### config.mk
export PLATFORM = sky130hd
export DESIGN_NAME = dac_spi_tx
export DESIGN_NICKNAME = d
export VERILOG_FILES = /design/src/rtl/dac_spi_tx.sv
export SDC_FILE = /design/constraint.sdc
export NUM_CORES = 1
export LEC_CHECK = 0
export CAP_MARGIN = 20
export CORE_AREA = 2 2 73 75
export DETAILED_ROUTE_END_ITERATION = 10
export DIE_AREA = 0 0 75 77
export PLACE_DENSITY = 0.84
export SYNTH_ARGS = -nofsm -noshare
export SYNTH_HDL_FRONTEND = slang
export SYNTH_SLANG_ARGS = --single-unit
### constraint.sdc
create_clock -name clk -period 2.02 [get_ports clk]
set_input_delay 0.505 -clock clk [delete_from_list [all_inputs] [get_ports clk]]
set_output_delay 0.505 -clock clk [all_outputs]
set_load 0.03 [all_outputs]
### src/rtl/dac_spi_tx.sv
// Serialises one 16-bit offset-binary sample per handshake into a 32-bit DAC command
// frame on a 3-wire SPI link (SCK idles low, MOSI MSB first, CS_n active low).
module dac_spi_tx #(
    parameter int unsigned CLK_DIV = 4,
    parameter logic [3:0]  CMD     = 4'b0011,
    parameter logic [3:0]  ADDR    = 4'b1111
) (
    input  logic        clk,
    input  logic        rst_n,
    input  logic [15:0] din,
    input  logic        din_valid,
    output logic        din_ready,
    output logic        spi_sck,
    output logic        spi_mosi,
    output logic        dac_cs_n,
    output logic        busy,
    output logic        frame_done
);

    localparam logic [1:0] S_IDLE  = 2'd0;
    localparam logic [1:0] S_SHIFT = 2'd1;
    localparam logic [1:0] S_TAIL  = 2'd2;
    localparam logic [1:0] S_GAP   = 2'd3;

    localparam logic [7:0] PHASE_LAST = 8'(CLK_DIV - 1);
    localparam logic [5:0] BIT_LAST   = 6'd31;

    logic [1:0]  state_q, state_d;
    logic [7:0]  phase_q, phase_d;
    logic [5:0]  bit_q, bit_d;
    logic [31:0] shreg_q, shreg_d;
    logic        sck_q, sck_d;
    logic        mosi_q, mosi_d;
    logic        cs_n_q, cs_n_d;
    logic        busy_q, busy_d;
    logic        done_q, done_d;
    logic        ready_q, ready_d;

    logic [31:0] frame_s;
    logic        phase_end_s;
    logic        din_unused_s;

    // The DAC takes 12 bits; the low nibble of the sample is truncated.
    assign frame_s      = {8'h00, CMD, ADDR, din[15:4], 4'h0};
    assign din_unused_s = ^din[3:0];
    assign phase_end_s  = (phase_q == PHASE_LAST);

    // Next-state and next-output logic for the frame sequencer.
    always_comb begin
        state_d = state_q;
        phase_d = phase_q;
        bit_d   = bit_q;
        shreg_d = shreg_q;
        sck_d   = sck_q;
        mosi_d  = mosi_q;
        cs_n_d  = cs_n_q;
        busy_d  = busy_q;
        done_d  = 1'b0;
        case (state_q)
            S_IDLE: begin
                if (din_valid && ready_q) begin
                    shreg_d = frame_s;
                    mosi_d  = frame_s[31];
                    cs_n_d  = 1'b0;
                    busy_d  = 1'b1;
                    sck_d   = 1'b0;
                    phase_d = 8'd0;
                    bit_d   = 6'd0;
                    state_d = S_SHIFT;
                end else begin
                    state_d = S_IDLE;
                end
            end
            S_SHIFT: begin
                if (phase_end_s) begin
                    phase_d = 8'd0;
                    if (!sck_q) begin
                        sck_d = 1'b1;
                    end else begin
                        sck_d = 1'b0;
                        // MOSI only moves here, at the start of a low phase.
                        if (bit_q == BIT_LAST) begin
                            state_d = S_TAIL;
                        end else begin
                            bit_d   = bit_q + 6'd1;
                            shreg_d = {shreg_q[30:0], 1'b0};
                            mosi_d  = shreg_q[30];
                        end
                    end
                end else begin
                    phase_d = phase_q + 8'd1;
                end
            end
            S_TAIL: begin
                if (phase_end_s) begin
                    phase_d = 8'd0;
                    cs_n_d  = 1'b1;
                    done_d  = 1'b1;
                    mosi_d  = 1'b0;
                    state_d = S_GAP;
                end else begin
                    phase_d = phase_q + 8'd1;
                end
            end
            S_GAP: begin
                if (phase_end_s) begin
                    phase_d = 8'd0;
                    busy_d  = 1'b0;
                    state_d = S_IDLE;
                end else begin
                    phase_d = phase_q + 8'd1;
                end
            end
            default: begin
                state_d = S_IDLE;
                phase_d = 8'd0;
                bit_d   = 6'd0;
                sck_d   = 1'b0;
                mosi_d  = 1'b0;
                cs_n_d  = 1'b1;
                busy_d  = 1'b0;
            end
        endcase
        ready_d = (state_d == S_IDLE);
    end

    // State and output registers; reset forces the link idle immediately.
    always_ff @(posedge clk or negedge rst_n) begin
        if (!rst_n) begin
            state_q <= S_IDLE;
            phase_q <= 8'd0;
            bit_q   <= 6'd0;
            shreg_q <= 32'd0;
            sck_q   <= 1'b0;
            mosi_q  <= 1'b0;
            cs_n_q  <= 1'b1;
            busy_q  <= 1'b0;
            done_q  <= 1'b0;
            ready_q <= 1'b1;
        end else begin
            state_q <= state_d;
            phase_q <= phase_d;
            bit_q   <= bit_d;
            shreg_q <= shreg_d;
            sck_q   <= sck_d;
            mosi_q  <= mosi_d;
            cs_n_q  <= cs_n_d;
            busy_q  <= busy_d;
            done_q  <= done_d;
            ready_q <= ready_d;
        end
    end

    assign din_ready  = ready_q;
    assign spi_sck    = sck_q;
    assign spi_mosi   = mosi_q;
    assign dac_cs_n   = cs_n_q;
    assign busy       = busy_q;
    assign frame_done = done_q;

endmodule

# Word level (Yosys, flattened, before mapping)
# Index checks and enable logic that the tools add are counted.
# totals
register_bits	53
inputBits	19
elab_cells	71
out_inout_bits	6
# classes
add_sub_neg	2
eq_ne	11
reduce_logical	13
n_mux	35
# op_table
operator	count
2-to-1 mux 31 bit	4
one-hot mux 31 bit (2 select lines)	1
2-to-1 mux 6 bit	4
2-to-1 mux 8 bit	2
one-hot mux 8 bit (2 select lines)	1
2-to-1 mux 1 bit	12
!= test 2 bit (second input constant)	6
one-hot mux 6 bit (2 select lines)	1
2-to-1 mux 2 bit	5
AND reduction 3 bit	3
adder 8 x 1 -> 8 bit (second input constant)	1
== test 8 x 2 -> 1 bit (second input constant)	1
one-hot mux 2 bit (4 select lines)	1
adder 6 x 1 -> 6 bit (second input constant)	1
== test 6 x 5 -> 1 bit (second input constant)	1
one-hot mux 1 bit (2 select lines)	3
AND reduction 6 bit	1
nonzero test 2 bit	3
AND reduction 5 bit	1
== test 2 bit (second input constant)	2
zero test 2 bit	2
one-hot mux 1 bit (3 select lines)	1
nonzero test 3 bit	1
OR reduction 3 bit	1
other kinds (2)	2

# Logic depth before layout (Yosys ltp)
# Gate-level depths: netlist of the first run.
# depth
ltp_word	6
depth_mapped	6
depth_no_buf	5

# Worst setup path before layout of the first run
# Ideal clock, no wire load.
# synth_path
path_kind	flip-flop to flip-flop
from	register ready_q (netlist: din_ready)
to	register shreg_q[10]
n_path_buf	2
stages_incl_launch_ff	7
setup_ns	0.125
period_less_slack_ns	2.017
required_time_ns	1.895
arrival_time_ns	1.893
slack_ns	0.003
path_cell_list	dfstp_2 -> nor4bb_1 -> buf_4 -> o22ai_4 -> nor2_1 -> buf_2 -> mux2_2
# synth_between
elab_chain_cells	3
# synth_rtl
element	line	source
start, declared	37	logic ready_q, ready_d;
start signal, assigned	150	ready_q <= ready_d;
logical AND 1 bit	61	if (din_valid && ready_q) begin
!= test 2 bit (no source line)	n/a	
AND reduction 5 bit (no source line)	n/a	
end signal, assigned	144	shreg_q <= shreg_d;
end, declared	31	logic [31:0] shreg_q, shreg_d;
# No other way between the ends.
# A chain may end at the register's enable or synchronous reset.

# Worst setup path in the final report of the first run
# layout_path
from	register sck_q (netlist: spi_sck)
to	output spi_sck
# layout_rtl
element	line	source
start, declared	32	logic sck_q, sck_d;
start signal, assigned	145	sck_q <= sck_d;
end, declared	13	output logic spi_sck,
# No word-level cell between the ends.

==> impl_metrics.ini, run 1 <==
[die]
dieWidth_um = 75
core_region_area_um2 = 4977
die-area_um2 = 5775
rows = 26
initial_utilization = 0.4945
dieHeight_um = 77
num_io_pins = 25

[status]
run_status = complete, no violations

[synth]
post_synth_xor_area_fraction = 0.003559
most_numerous_cell_types_in_the_synthesized_netlist = sky130_fd_sc_hd__nand2_1 (50), sky130_fd_sc_hd__dfrtp_1 (47), sky130_fd_sc_hd__nor2_1 (15), sky130_fd_sc_hd__o21ai_0 (15), sky130_fd_sc_hd__mux2_2 (13)
yosysTopAreaCellShare = 0.4779
synth-compound-area-share = 0.1484
synth_area_leader_cell = sky130_fd_sc_hd__dfrtp_1
ys_top_cells_by_area = sky130_fd_sc_hd__dfrtp_1 (48%), sky130_fd_sc_hd__nand2_1 (7.6%), sky130_fd_sc_hd__mux2_2 (5.9%)
yosys.area_share.adder = 0.01017
fraction_of_the_yosys_area_taken_by_sequential_cells = 0.4992
synth_cells = 251
synthesized_area_per_cell_um2 = 9.805
synth.area.mux_share = 0.1088
yosys_warnings = 0
synth_top_family_by_area = simple AND/OR/NAND/NOR gates
postSynth.asyncResetShare = 1.000
synth_simple_gate_area_share = 0.1876
synth_edf_count = 0
post_synth_num_cell_types = 43
synthesis.nets = 272
synth_seq_cells = 49
synthFlopType = sky130_fd_sc_hd__dfrtp_1
mappedNetlistArea_um2 = 2461
synth.most_common_cell = sky130_fd_sc_hd__nand2_1

[sta]
number_of_max_slew_violations_in_the_final_report = 0
fin_tns_setup_ps = 0
timing.final.hold_violations = 0
post-route-period-util = 0.9700
maxClockFrequency_ghz = 0.5104
timing_worst_slew_pin_value_ps = 617.6
rsz0062_at_grt = true
fin_skew_ps = 11.35
timing.max_slew.rel_slack = 0.5883
setup_viol = 0
period_minus_slack_ps = 1959
setup_slack_ps = 60.66

[drt]
routed-via-count = 1942
average_detailed_routed_wire_length_per_instance_um = 13.35
antenna_violating_nets_post_route = 0
first_pass_iteration_count_of_the_detailed_router = 4
drt_wl_total_um = 4805
dr.first_iter.drc_count = 103
remaining_drc_errors = 0
via_per_inst = 5.394

[placement]
place.detailed.hpwl_um = 3313
gpl.final_weighted_congestion = 0.7954
place_inst = 350
place_ws_ps = -337.9
input_output_buffers = 20

[cts]
cts_tree = done
cts-htree-levels = 2
clk-insertion-delay-late_ps = 310
cts_max_path_buffers = 2
worst_setup_hold_path_clk_slew_ps = 90
post_cts_hold_buffer_count = 0
clock-root-buffer = sky130_fd_sc_hd__clkbuf_8
cts-buffers-inserted = 5
clock_sink_count = 49

[global_route]
grt.overflow.total = 0
first_global_vias = 1882
number_of_antenna_violations_at_the_first_check_in_global_routing = 0
globalRouteTotalUtil = 0.1790
grt_max_degree = 26
first_pass_grt_wire_length_um = 8121

[setup_path]
crit_path_top_delay_cell = sky130_fd_sc_hd__clkdlybuf4s50_1
critical_path.reg2reg.endpoint = bit_q[5]
timing.critical_path.max_delay_family = buffers and inverters
worstRegToRegCells = 4
critPathKind = flip-flop to output port
max_stage_delay_ps = 700
rr_startpoint = phase_q[6]
crit_chain = clkdlybuf4s50_1
worst_setup_path_start_kind = flip-flop
worstPathArrival_ps = 1450
critical_path_buf_inv_count = 1
worstPathRequired_ps = 1510
crit_path_max_fanout = 6
setup.reg_to_reg.worst_slack_ps = 90
cp-end-kind = output port

[pwr]
power_frac_clock = 0.166
leakagePower_nw = 1.369
portion_of_total_power_attributed_to_combinational_logic = 0.400
power.net_switching_w = 0.001262
ir_worst_vdd_mv = 0.6183
seqPwrFrac = 0.434
internal_power_w = 0.002241
power.density_nw_per_um2 = 1166
netSwitchingFraction = 0.3603

[final_layout]
fin_nets = 310
utilization = 0.6036
antenna_cell_count = 0
combined_area_of_the_multi_input_logic_cells_um2 = 1165
register_area_um2 = 1229
share_of_post_route_cells_with_drive_strength_above_1 = 0.2069
final_cell_count_no_fill = 360
synthToLayoutAreaGrowth_pct = 22.06
final.fill_count = 390

[worst_hold_path]
hp-class = input port to asynchronous set/reset pin

[flow_run]
cap_viol_max_count = 0
==> routing by layer <==
metal  track usage  part of all wire  vias up
li1              -                 -      956
met1        0.2350              0.46      945
met2        0.2956              0.49       31
met3       0.02760             0.030       10
met4       0.06250             0.018        0
met5             0                 0        -
==> state kept, by name, indices dropped and copies added, names as in the netlist <==
register and count:
din_ready 1, dac_cs_n 1, bit_q 6, shreg_q 27
frame_done 1, spi_sck 1, phase_q 8, spi_mosi 1
state_q 2, busy 1
==> worst max-delay path by stage <==
stage	end	slack (ps)	startpoint	cells after the start
2_1_floorplan	shreg_q[10]	3	din_ready	6
3_3_place_gp	shreg_q[9]	-230	din_valid	7
3_5_place_dp	shreg_q[17]	-340	din_valid	8
4_1_cts	shreg_q[9]	-1	din_valid	7
5_1_grt	bit_q[5]	-20	phase_q[6]	4
6_report	spi_sck	60	spi_sck	1
==> metrics by stage <==
stage                     hold WS, ps  total power [W]  area, µm²
after detailed placement        467.0         0.002855       2860
after global routing            224.6         0.003765       3004
final                           179.4         0.003503       3004
after CTS                       194.3         0.003454       2955
after floorplan                 209.4         0.002411       2461
after global placement          460.9         0.002791       2860
==> timing repair <==
action,CTS,global route
endpoints found under the setup margin,17,23
pin swaps,0,3
resized for setup,3,7
buffers inserted,0,2
cloned,0,0
==> cell type report <==
cell class,instances,area share
Clock buffer,5,0.02291
Tap cell,70,0.02915
Multi-Input combinational cell,177,0.3878
Inverter,11,0.01374
Timing Repair Buffer,45,0.1304
Clock inverter,3,0.007080
Sequential cell,49,0.4090
==> cells in the final DEF, fill, tap and decap left out, types with 2 or more instances in the layout <==
cell and count:
sky130_fd_sc_hd__or3_1 3, sky130_fd_sc_hd__o41ai_1 2, sky130_fd_sc_hd__clkbuf_8 5, sky130_fd_sc_hd__o31ai_1 9
sky130_fd_sc_hd__nand3_1 9, sky130_fd_sc_hd__a21o_1 3, sky130_fd_sc_hd__dfrtp_1 47, sky130_fd_sc_hd__nand2_1 50
sky130_fd_sc_hd__or4_1 2, sky130_fd_sc_hd__buf_6 2, sky130_fd_sc_hd__clkdlybuf4s50_1 17, sky130_fd_sc_hd__a22o_1 3
sky130_fd_sc_hd__buf_4 23, sky130_fd_sc_hd__o21bai_1 2, sky130_fd_sc_hd__mux2_2 13, sky130_fd_sc_hd__dfstp_2 2
sky130_fd_sc_hd__o21ai_0 15, sky130_fd_sc_hd__inv_1 11, sky130_fd_sc_hd__nand2b_1 3, sky130_fd_sc_hd__and3_1 2
sky130_fd_sc_hd__or2_2 2, sky130_fd_sc_hd__nor2_1 14, sky130_fd_sc_hd__mux2i_1 10, sky130_fd_sc_hd__ha_1 2
sky130_fd_sc_hd__a21oi_1 11
==> power by group through the flow <==
| stage | sequential (W) | combinational, W | clock, W |
|---|---|---|---|
| 2_1_floorplan | 0.00154 | 0.000872 | 0 |
| 3_3_place_gp | 0.00151 | 0.00128 | 0 |
| 3_5_place_dp | 0.00153 | 0.00133 | 0 |
| 4_1_cts | 0.00151 | 0.00135 | 0.000598 |
| 5_1_grt | 0.00156 | 0.00157 | 0.000634 |
| 6_report | 0.00152 | 0.00140 | 0.000581 |
==> cell families (layout without fill, tap and decap cells) <==
kind of cell | after synthesis | in the layout
buffers and inverters | 25 | 64
flip-flops | 49 | 49
adder cells (fa/ha/maj) | 2 | 2
XOR/XNOR | 1 | 1
multiplexers | 25 | 25
AO/OA/AOI/OAI | 53 | 53
AND/OR/NAND/NOR | 96 | 96
Power figures use the tool's default switching activity.
==> run 2: changes to the inputs <==
==> config.mk (replaced) <==
export PLATFORM = sky130hd
export DESIGN_NAME = dac_spi_tx
export DESIGN_NICKNAME = d
export VERILOG_FILES = /design/src/rtl/dac_spi_tx.sv
export SDC_FILE = /design/constraint.sdc
export NUM_CORES = 1
export LEC_CHECK = 0
export ABC_AREA = 1
export CAP_MARGIN = 20
export CORE_AREA = 2 2 74 76
export DETAILED_ROUTE_END_ITERATION = 10
export DIE_AREA = 0 0 76 78
export GPL_ROUTABILITY_DRIVEN = 0
export PLACE_DENSITY = 0.83
export SYNTH_ARGS = -nofsm -noshare
export SYNTH_HDL_FRONTEND = slang
export SYNTH_SLANG_ARGS = --single-unit
==> run 2 against run 1 <==
Effect of this change: sequential share of layout area increased by 1.1 points; sequential power decreased by 36%; largest power group unchanged; design area decreased by 2.7%; first-iteration DRC count decreased by 9.7%; critical endpoint unchanged; synthesized area increased by 2.2%; critical path depth unchanged; power decreased by 50%; wire length decreased by 9.4%; synthesized cell count increased by 6.8%; hold slack got worse by 13 ps; clock power increased by 22%; clock skew decreased by 3.9 ps.
==> impl_metrics.ini, run 2 <==
[cts]
worst_setup_hold_path_clk_slew_ps = 90
cts_max_path_buffers = 2
cts-buffers-inserted = 5
cts_tree = done
post_cts_hold_buffer_count = 0
clk-insertion-delay-late_ps = 290
clock-root-buffer = sky130_fd_sc_hd__clkbuf_8
cts_setup_buffers = 0
cts-htree-levels = 2
clock_sink_count = 49

[die]
rows = 26
die-area_um2 = 5928
dieHeight_um = 78
dieWidth_um = 76
core_region_area_um2 = 5042
initial_utilization = 0.4990
num_io_pins = 25

[placement]
place.detailed.hpwl_um = 3089
place_inst = 356
input_output_buffers = 20
dpl_cell_area_um2 = 2806

[setup_path]
cp-end-kind = output port
worstPathRequired_ps = 1510
max_stage_delay_ps = 700
crit_path_max_fanout = 5
critPathKind = flip-flop to output port
crit_path_top_delay_cell = sky130_fd_sc_hd__clkdlybuf4s50_1
critical_path_buf_inv_count = 1
timing.critical_path.max_delay_family = buffers and inverters
worstPathArrival_ps = 1410
worst_setup_path_start_kind = flip-flop
crit_chain = clkdlybuf4s50_1

[final_layout]
antenna_cell_count = 0
layout_common_cells = sky130_fd_sc_hd__nand2_1 (54), sky130_fd_sc_hd__dfrtp_1 (47), sky130_fd_sc_hd__o21ai_2 (31), sky130_fd_sc_hd__nand2_2 (26), sky130_fd_sc_hd__nor2_1 (19)
synthToLayoutAreaGrowth_pct = 16.21
mostFrequentLayoutCell = sky130_fd_sc_hd__nand2_1
utilization = 0.5799
biggestRegsByFlops = shreg_q x27, phase_q x8, bit_q x6
top_register = shreg_q
fin_nets = 314
fin_area_um2 = 2924
final_cell_count_no_fill = 364
largest_register_ffs = 27
share_of_post_route_cells_with_drive_strength_above_1 = 0.2891

[global_route]
number_of_antenna_violations_at_the_first_check_in_global_routing = 0
grt_max_degree = 50
first_pass_grt_wire_length_um = 7790
globalRouteTotalUtil = 0.1604
grt.overflow.total = 0
first_global_vias = 1814

[synth]
synth_area_leader_cell = sky130_fd_sc_hd__dfrtp_1
synthesis.nets = 289
synth_seq_cells = 49
yosys_warnings = 0
synthesized_area_per_cell_um2 = 9.389
post_synth_num_cell_types = 29
most_numerous_cell_types_in_the_synthesized_netlist = sky130_fd_sc_hd__nand2_1 (55), sky130_fd_sc_hd__dfrtp_1 (47), sky130_fd_sc_hd__o21ai_2 (31)
mappedNetlistArea_um2 = 2516
synth_cells = 268
ys_top_cells_by_area = sky130_fd_sc_hd__dfrtp_1 (47%), sky130_fd_sc_hd__o21ai_2 (11%), sky130_fd_sc_hd__nand2_1 (8.2%)
synth_edf_count = 0
yosysTopAreaCellShare = 0.4674
fraction_of_the_yosys_area_taken_by_sequential_cells = 0.4883
postSynth.asyncResetShare = 1.000
synthFlopType = sky130_fd_sc_hd__dfrtp_1
synth.most_common_cell = sky130_fd_sc_hd__nand2_1

[drt]
antenna_violating_nets_post_route = 0
remaining_drc_errors = 0
dr.first_iter.drc_count = 93
drt_wl_total_um = 4354
first_pass_iteration_count_of_the_detailed_router = 4
routed-via-count = 1857
average_detailed_routed_wire_length_per_instance_um = 11.96
via_per_inst = 5.102

[sta]
post-route-period-util = 0.9486
number_of_max_slew_violations_in_the_final_report = 0
maxClockFrequency_ghz = 0.5219
timing.max_slew.rel_slack = 0.7833
fin_tns_setup_ps = 0
period_minus_slack_ps = 1916
timing.final.hold_violations = 0
setup_viol = 0
rsz0062_at_grt = false
fin_skew_ps = 7.457
worst_hold_slack_ps = 166.7
timing_worst_slew_pin_value_ps = 324.1

[pwr]
leakagePower_nw = 1.275
power.density_nw_per_um2 = 594.7
ir_worst_vdd_mv = 0.4631

[flow_run]
cap_viol_max_count = 0

[worst_hold_path]
hp-class = input port to asynchronous set/reset pin

[status]
run_status = complete, no violations
run 2: cell types whose count changed in the layout (fill, tap and decap cells not counted), sizes merged, moves of 6 or more:
cell,change
a21oi,-9
buf,-17
inv,+6
mux2,-14
nand2,+31
nor2,+6
o21ai,+28
o31ai,-8
run 2: power breakdown:
group / internal (W) / switching, W
sequential: 0.000980 / 0
combinational: 0.0000271 / 0.0000229
clock: 0.000404 / 0.000305
run 2: kinds of logic (layout without fill, tap and decap cells):
family / count (synthesis) / after routing / synth area share
adders and majority gates: 2 / 2 / 0.009944
and+or+nand+nor: 121 / 121 / 0.2233
muxes: 11 / 11 / 0.04376
DFF: 49 / 49 / 0.4883
xor gates and xnor gates: 5 / 5 / 0.01740
buffers and inverters: 28 / 54 / 0.06364
AOI/OAI and AO/OA: 52 / 52 / 0.1537
run 2: cell type report:
cell class                 instances  area (µm²)
sequential                        49        1229
clock inverter                     1       30.03
multi-input combinational        191        1130
timing repair buffer              28       294.0
fill                             414        2118
inverter                          18       67.56
tap                               70       87.58
clock buffer                       7       86.33
run 2: layer usage:
| layer | GRT usage | part of all wire |
|---|---|---|
| met1 | 0.2011 | 0.47 |
| met5 | 0 | 0 |
| met4 | 0.07455 | 0.020 |
| met3 | 0.01744 | 0.018 |
| met2 | 0.2804 | 0.49 |
run 2: worst paths after layout:
| path | from | endpoint | slack, ps | cells past startpoint |
|---|---|---|---|---|
| min reg2reg | shreg_q[11] | shreg_q[11] | 480 | 2 |
| max reg2reg | phase_q[0] | shreg_q[5] | 270 | 9 |
| min in group clk | shreg_q[11] | shreg_q[11] | 480 | 2 |
| min | rst_n | phase_q[4] | 170 | 2 |
| max in group asynchronous | rst_n | dac_cs_n | 1580 | 2 |
| max | spi_sck | spi_sck | 100 | 1 |
run 2: stage by stage:
| step | worst slack, ps | power, W |
|---|---|---|
| 2_1_floorplan | 443.1 | 0.001001 |
| 3_3_place_gp | 111.9 | 0.001051 |
| 3_5_place_dp | 60.67 | 0.001051 |
| 4_1_cts | 3.626 | 0.001753 |
| 5_1_grt | 62.05 | 0.001785 |
| 6_report | 103.8 | 0.001739 |
run 2: what timing repair did:
| item | CTS | global route |
|---|---|---|
| gates cloned | 0 | 0 |
| gates resized for setup | 1 | 1 |
| endpoints found under the setup margin | 1 | 1 |
==> run 3: changes to the inputs <==
--- a/config.mk
+++ b/config.mk
@@ -12,6 +12,7 @@
 export DIE_AREA = 0 0 76 78
 export GPL_ROUTABILITY_DRIVEN = 0
 export PLACE_DENSITY = 0.83
+export SLEW_MARGIN = 20
 export SYNTH_ARGS = -nofsm -noshare
 export SYNTH_HDL_FRONTEND = slang
 export SYNTH_SLANG_ARGS = --single-unit
==> results of run 3 <==
The final DEF is identical to that of run 2; final timing and power are the same.
